`src/rtl/rf_wb_scheduler.sv`:
```
// Write-back scheduler and busy scoreboard for the single-write-port register file.
// EXU/LSU write-backs are round-robin arbitrated onto one registered write port.
module rf_wb_scheduler #(
  parameter int ADDR_WIDTH = 5,
  parameter int ADDR_COUNT = 32,
  parameter int DATA_WIDTH = 32
) (
  input  logic                  clk,
  input  logic                  rst,
  input  logic                  issue_valid,
  input  logic [ADDR_WIDTH-1:0] issue_rd,
  output logic                  issue_ready,
  input  logic [ADDR_WIDTH-1:0] rs1,
  input  logic [ADDR_WIDTH-1:0] rs2,
  output logic                  hazard,
  input  logic                  exu_valid,
  input  logic [ADDR_WIDTH-1:0] exu_rd,
  input  logic [DATA_WIDTH-1:0] exu_data,
  output logic                  exu_ready,
  input  logic                  lsu_valid,
  input  logic [ADDR_WIDTH-1:0] lsu_rd,
  input  logic [DATA_WIDTH-1:0] lsu_data,
  output logic                  lsu_ready,
  output logic                  rf_wen,
  output logic [ADDR_WIDTH-1:0] rf_waddr,
  output logic [DATA_WIDTH-1:0] rf_wdata,
  output logic                  wb_err
);

  logic [ADDR_COUNT-1:0] busy_q, busy_d;
  logic                  last_lsu_q, last_lsu_d;
  logic                  rf_wen_q, rf_wen_d;
  logic [ADDR_WIDTH-1:0] rf_waddr_q, rf_waddr_d;
  logic [DATA_WIDTH-1:0] rf_wdata_q, rf_wdata_d;
  logic                  wb_err_q, wb_err_d;

  logic                  exu_gnt, lsu_gnt, acc;
  logic [ADDR_WIDTH-1:0] acc_rd;
  logic [DATA_WIDTH-1:0] acc_data;

  assign issue_ready = !busy_q[issue_rd];
  assign hazard      = busy_q[rs1] | busy_q[rs2];
  assign exu_ready   = exu_gnt;
  assign lsu_ready   = lsu_gnt;
  assign rf_wen      = rf_wen_q;
  assign rf_waddr    = rf_waddr_q;
  assign rf_wdata    = rf_wdata_q;
  assign wb_err      = wb_err_q;

  // last_lsu_q=1 means LSU was granted last, so EXU wins the next conflict
  always_comb begin
    exu_gnt  = exu_valid && (!lsu_valid || last_lsu_q);
    lsu_gnt  = lsu_valid && (!exu_valid || !last_lsu_q);
    acc      = exu_gnt || lsu_gnt;
    acc_rd   = '0;
    acc_data = '0;
    if (exu_gnt) begin
      acc_rd   = exu_rd;
      acc_data = exu_data;
    end else if (lsu_gnt) begin
      acc_rd   = lsu_rd;
      acc_data = lsu_data;
    end
  end

  always_comb begin
    busy_d     = busy_q;
    last_lsu_d = last_lsu_q;
    wb_err_d   = wb_err_q;
    rf_wen_d   = acc && (acc_rd != '0);
    rf_waddr_d = acc_rd;
    rf_wdata_d = acc_data;
    // Clear at the commit edge; the issue gate guarantees no set of the same index
    if (rf_wen_q)
      busy_d[rf_waddr_q] = 1'b0;
    if (issue_valid && issue_ready && (issue_rd != '0))
      busy_d[issue_rd] = 1'b1;
    busy_d[0] = 1'b0;
    if (acc) begin
      last_lsu_d = lsu_gnt;
      if ((acc_rd != '0) && !busy_q[acc_rd])
        wb_err_d = 1'b1;
    end
  end

  always_ff @(posedge clk) begin
    if (rst) begin
      busy_q     <= '0;
      last_lsu_q <= 1'b1;
      rf_wen_q   <= 1'b0;
      rf_waddr_q <= '0;
      rf_wdata_q <= '0;
      wb_err_q   <= 1'b0;
    end else begin
      busy_q     <= busy_d;
      last_lsu_q <= last_lsu_d;
      rf_wen_q   <= rf_wen_d;
      rf_waddr_q <= rf_waddr_d;
      rf_wdata_q <= rf_wdata_d;
      wb_err_q   <= wb_err_d;
    end
  end

endmodule

```
`config.mk`:
```
export PLATFORM = sky130hd
export DESIGN_NAME = rf_wb_scheduler
export DESIGN_NICKNAME = d
export VERILOG_FILES = /design/src/rtl/rf_wb_scheduler.sv
export SDC_FILE = /design/constraint.sdc
export NUM_CORES = 1
export LEC_CHECK = 0
export CAP_MARGIN = 40
export CORE_MARGIN = 10
export CORE_UTILIZATION = 41
export CTS_CLUSTER_DIAMETER = 100
export DETAILED_ROUTE_END_ITERATION = 10
export PLACE_DENSITY = 0.73
export SLEW_MARGIN = 25
export SYNTH_ARGS = -nofsm -noshare
export SYNTH_HDL_FRONTEND = slang
export SYNTH_SLANG_ARGS = --single-unit
export TNS_END_PERCENT = 20
```
`constraint.sdc`:
```
create_clock -name clk -period 1.7 [get_ports clk]
set_input_delay 0.17 -clock clk [delete_from_list [all_inputs] [get_ports clk]]
set_output_delay 0.17 -clock clk [all_outputs]
set_load 0.02 [all_outputs]
```
* Word level (Yosys, flattened, before mapping)
Cells that the tools add are included.
Storage, ports and cells: word-level logic and storage cells 55, register bits after elaboration 72, output and inout port bits 43
Cells by class: reduce and logical (&&, ||, !) cells 19, bitwise operators 4, muxes and demuxes 18, $lt $le $gt $ge 7
Operator list (count):
- $mux W32 | 4
- $and A32 B32 Y32 | 1
- $not A32 Y32 | 1
- $or A32 B32 Y32 | 1
- $lt A5 B6 Y1 const B | 5
- $bmux W1 S5 | 4
- $demux W1 S5 | 2
- $ge A5 B1 Y1 const B | 2
- $mux W5 | 2
- $reduce_bool A5 Y1 | 2
- $logic_and A1 B1 Y1 | 8
- $mux W1 | 6
- $logic_not A1 Y1 | 5
- $logic_or A1 B1 Y1 | 3
- $reduce_and A2 Y1 | 1
- $or A1 B1 Y1 | 1

* Longest topological paths before layout
depth in word-level cells 10, mapped depth 9, gate-level depth less buffers 7

* Worst setup path after synthesis
OpenSTA, ideal clock, no wires.
path type input to output, from input port issue_rd[0], to output port issue_ready, setup slack -0.405 ns, cell stages on the path 5, data arrival time 1.935 ns, path buffers 2, data required time 1.530 ns, cells stage by stage buf_2 > buf_2 > mux4_2 > mux4_2 > mux2i_1
Between the ends: longest elaborated chain between the ends 3
RTL lines:
- start: declaration | line 11 | input logic [ADDR_WIDTH-1:0] issue_rd,
- $bmux W1 S5 | line 41 | assign issue_ready = !busy_q[issue_rd];
- $mux W1 (not written as such) | line 41
- $logic_not A1 Y1 | line 41
- end: declaration | line 12 | output logic issue_ready,
No other way between the ends. The select of a mux whose other input is x is not followed.

* Final worst setup path
from register busy_q[20], to output port hazard
Between the ends: longest elaborated chain between the ends 3, elaborated cells on any way between the ends 5, those cells by class mux (4); bitwise (1)
RTL lines:
- start: declaration | line 30 | logic [ADDR_COUNT-1:0] busy_q, busy_d;
- start signal: assignment | line 95 | busy_q <= busy_d;
- $bmux W1 S5 | line 42 | assign hazard = busy_q[rs1] | busy_q[rs2];
- $mux W1 (not written as such) | line 42
- $or A1 B1 Y1 (*) | line 42
- end: declaration | line 15 | output logic hazard,
Every way passes the cells marked *; elsewhere a longest branch is shown, timed or not. The select of a mux whose other input is x is not followed.

==> summary.md <==
| Metric | Value |
|---|---|
| Starting density of the core | 0.4211 |
| Top-count cell post-synth | dfxtp_1 |
| Final WS setup | -0.5007 ns |
| Switching Share | 0.2983 |
| Syn-to-layout area delta | 62.28% |
| H-tree depth | 3 |
| Vias per Instance | ~5.7 |
| Hold buffers post-CTS | 0 |
| Cell area power density | 647.9 nW/µm² |
| Max Fanout on Critical Path | 4 |
| Global-route wire length before repair | 24.54 mm |
| Worst hold path class | input port to flop |
| Worst hold stages | 3 |
| Final period utilization | 1.295 |
| Synth Flop Type | dfxtp_1 |
| Pint | approximately 2.9 mW |
| CTS tree | done |
| Flop pwr share | 0.438 |
| Post-layout min period | around 2.2 ns |
| Die area | 13790 µm² |
| Unrepaired setup endpoints after global routing | true |
| Sequential fraction of the synthesis area | 0.3653 |
| Final instance area | 6315 µm² |
| Root Driver | clkbuf_8 |
| Setup violations, final | 11 |
| #FFs+latches synth | between 70 and 80 |
| Gr busiest metal | met2 |
| Top post-synthesis cells by count | 71 x dfxtp_1, 52 x nor2_1, 34 x a22oi_1 |
| DP HPWL | 12.25 mm |
| Worst r2r path cells | 9 |
| Net load switching power | between 1 and 1.5 mW |
| CTS max path bufs | 2 |
| Worst Path Required | 1.53 ns |
| Largest net degree at the start of global routing | 34 |
| I/O Buffers | 136 |
| Least-Margin Pin Slew | a little under 0.5 ns |
| Data arrival, critical path | about 2.0 ns |
| Clock Latency Late Sink | about 0.36 ns |
| Number of global-route vias before repair | between 4000 and 5000 |
| Synth top area share | 0.3653 |
| Setup TNS | -1.470 ns |
| GR Util met1 | 0.2351 |
| Clock network fraction of total power | 0.294 |
| Comb power frac | 0.268 |
| Post-synth top area cell | dfxtp_1 |
| GR Util met3 | 0.1022 |
| Crit. End Element | primary output |
| Overall routing resource usage | 0.2196 |
| Cell Area, Synth | around 3900 µm² |
| CTS buffer count | 9 |
| Initial antenna violation count | 0 |
| Fmax | roughly 450 MHz |
| Wire per inst | 20.99 µm |
| Worst Skew | between 0.015 and 0.02 ns |
| Syn Inst Count | 410 |
| Grt ovf | 0 |
| Mapped Nets | between 500 and 600 |
| Asr flop ratio synth | 0 |
| Synth area leaders | dfxtp_1 37%, mux4_2 16%, a22oi_1 6.6%, nor2_1 5.0%, o21ai_0 3.9% |
| # nets final | approximately 700 |
| DRC Markers | 0 |
| Layout cells sized above 1 | 0.2899 |
| Grt met2 use | 0.3594 |
| Status | finished, violations left |
| Die Height | 117.4 µm |
| DP Area | a little under 6000 µm² |
| Final ANT Viol Nets | 0 |
| CP Class | flop to primary output |
| Post-place setup slack | -1.092 ns |
| Endpoints failing hold | 0 |
| Avg Synthesized Cell Area | roughly 9.5 µm² |
| Fin. max-slew vios | 0 |
| Violation count after the first detailed-route iteration | between 300 and 400 |
| Die width | about 120 µm |
| YS warnings | 0 |
| Rows | 35 |
| Clock-pin slew on the worst setup and hold paths | about 0.080 ns |
| # IOs | 137 |
| Ant diodes | 0 |
| Total Routed Length | 15.60 mm |
| Number of synthesized flops with an enable pin | 0 |
| DRT Pass-1 Iters | 5 |
| Max-slew headroom | 0.6686 |
| DR vias | roughly 4300 |
| Crit start category | flop |
| Max_cap viols | 0 |
| Routability cong. | ~1 |
| Netlist cell types | 51 |
| Sink Count | just over 70 |
| Violated checks | setup timing |
| Leakage power | 2.419 nW |
| Worst vdd ir | between 400 and 500 µV |
| Core Region | between 9000 and 10000 µm² |
-- layer usage --
| layer | wire length [µm] | vias up |
|---|---|---|
| li1 | - | 1960 |
| met1 | 5511 | 1957 |
| met2 | 7363 | 290 |
| met3 | 2137 | 52 |
| met4 | 586 | 0 |
| met5 | 0 | - |
-- power groups by stage --
stage / clock network, mW / logic, mW / registers, mW
floorplan: 0 / 0.380 / 1.89
global placement: 0 / 1.00 / 1.83
detailed placement: 0 / 1.02 / 1.83
CTS: 1.21 / 1.07 / 1.79
global route: 1.29 / 1.17 / 1.80
finish: 1.20 / 1.10 / 1.79
-- state kept, by name, summed over array words and instances, names as in the netlist --
register and count:
rf_waddr 5, wb_err 1, last_lsu_q 1, busy_q 31, rf_wen 1, rf_wdata 32
-- kinds of logic after synthesis --
kind of cell	synth area share
compound gates	0.2045
buf+inv	0.04277
flops	0.3653
mux	0.1926
simple gates	0.1949
-- per-stage QoR --
stage	hold slack, ns	utilization	power (mW)	instances
global placement	0.4866	0.6356	2.832	718
detailed placement	0.5019	0.6356	2.849	718
global route	0.3393	0.6834	4.261	743
floorplan	0.3183	-	2.274	410
CTS	0.3141	0.6720	4.072	740
finish	0.3313	0.6834	4.091	743
-- critical path, cell delays in order (launching register included) --
cell     delay (ns)
dfxtp_2        0.37
mux4_2         0.47
mux4_2         0.47
mux2i_1        0.16
nand2_1        0.06
buf_2          0.15
-- repair_timing --
action / CTS / global route
resized for setup: 54 / 33
cloned: 2 / 1
setup buffers: 5 / 2
endpoints found under the setup margin: 32 / 18
endpoints found under the hold margin: 0 / 0
pin swaps: 6 / 5
-- final timing paths --
path                end  slack, ns        from
min reg2reg  last_lsu_q       0.51  last_lsu_q
min              rf_wen       0.33   lsu_valid
max              hazard      -0.50  busy_q[20]
max reg2reg      wb_err      -0.17  last_lsu_q
-- cell type report --
| class | count | area, µm² |
|---|---|---|
| inverter | 11 | 43.79 |
| tap | 129 | 161.4 |
| timing repair buffer | 216 | 2054 |
| clock buffer | 9 | 123.9 |
| multi-input combinational | 300 | 2434 |
| sequential | 71 | 1453 |
| clock inverter | 7 | 45.04 |
| fill | 721 | 2925 |
-- cells in the final DEF, fill, tap and decap left out, types with 16 or more instances in the layout --
master,Yosys,routed
a22oi_1,34,34
buf_4,1,70
clkdlybuf4s50_1,0,123
dfxtp_1,71,52
dfxtp_2,0,16
mux4_2,27,27
nand2_1,32,32
nand3b_1,18,18
nor2_1,52,51
o21ai_0,30,22
No activity file was read; power rests on OpenSTA's default activity.
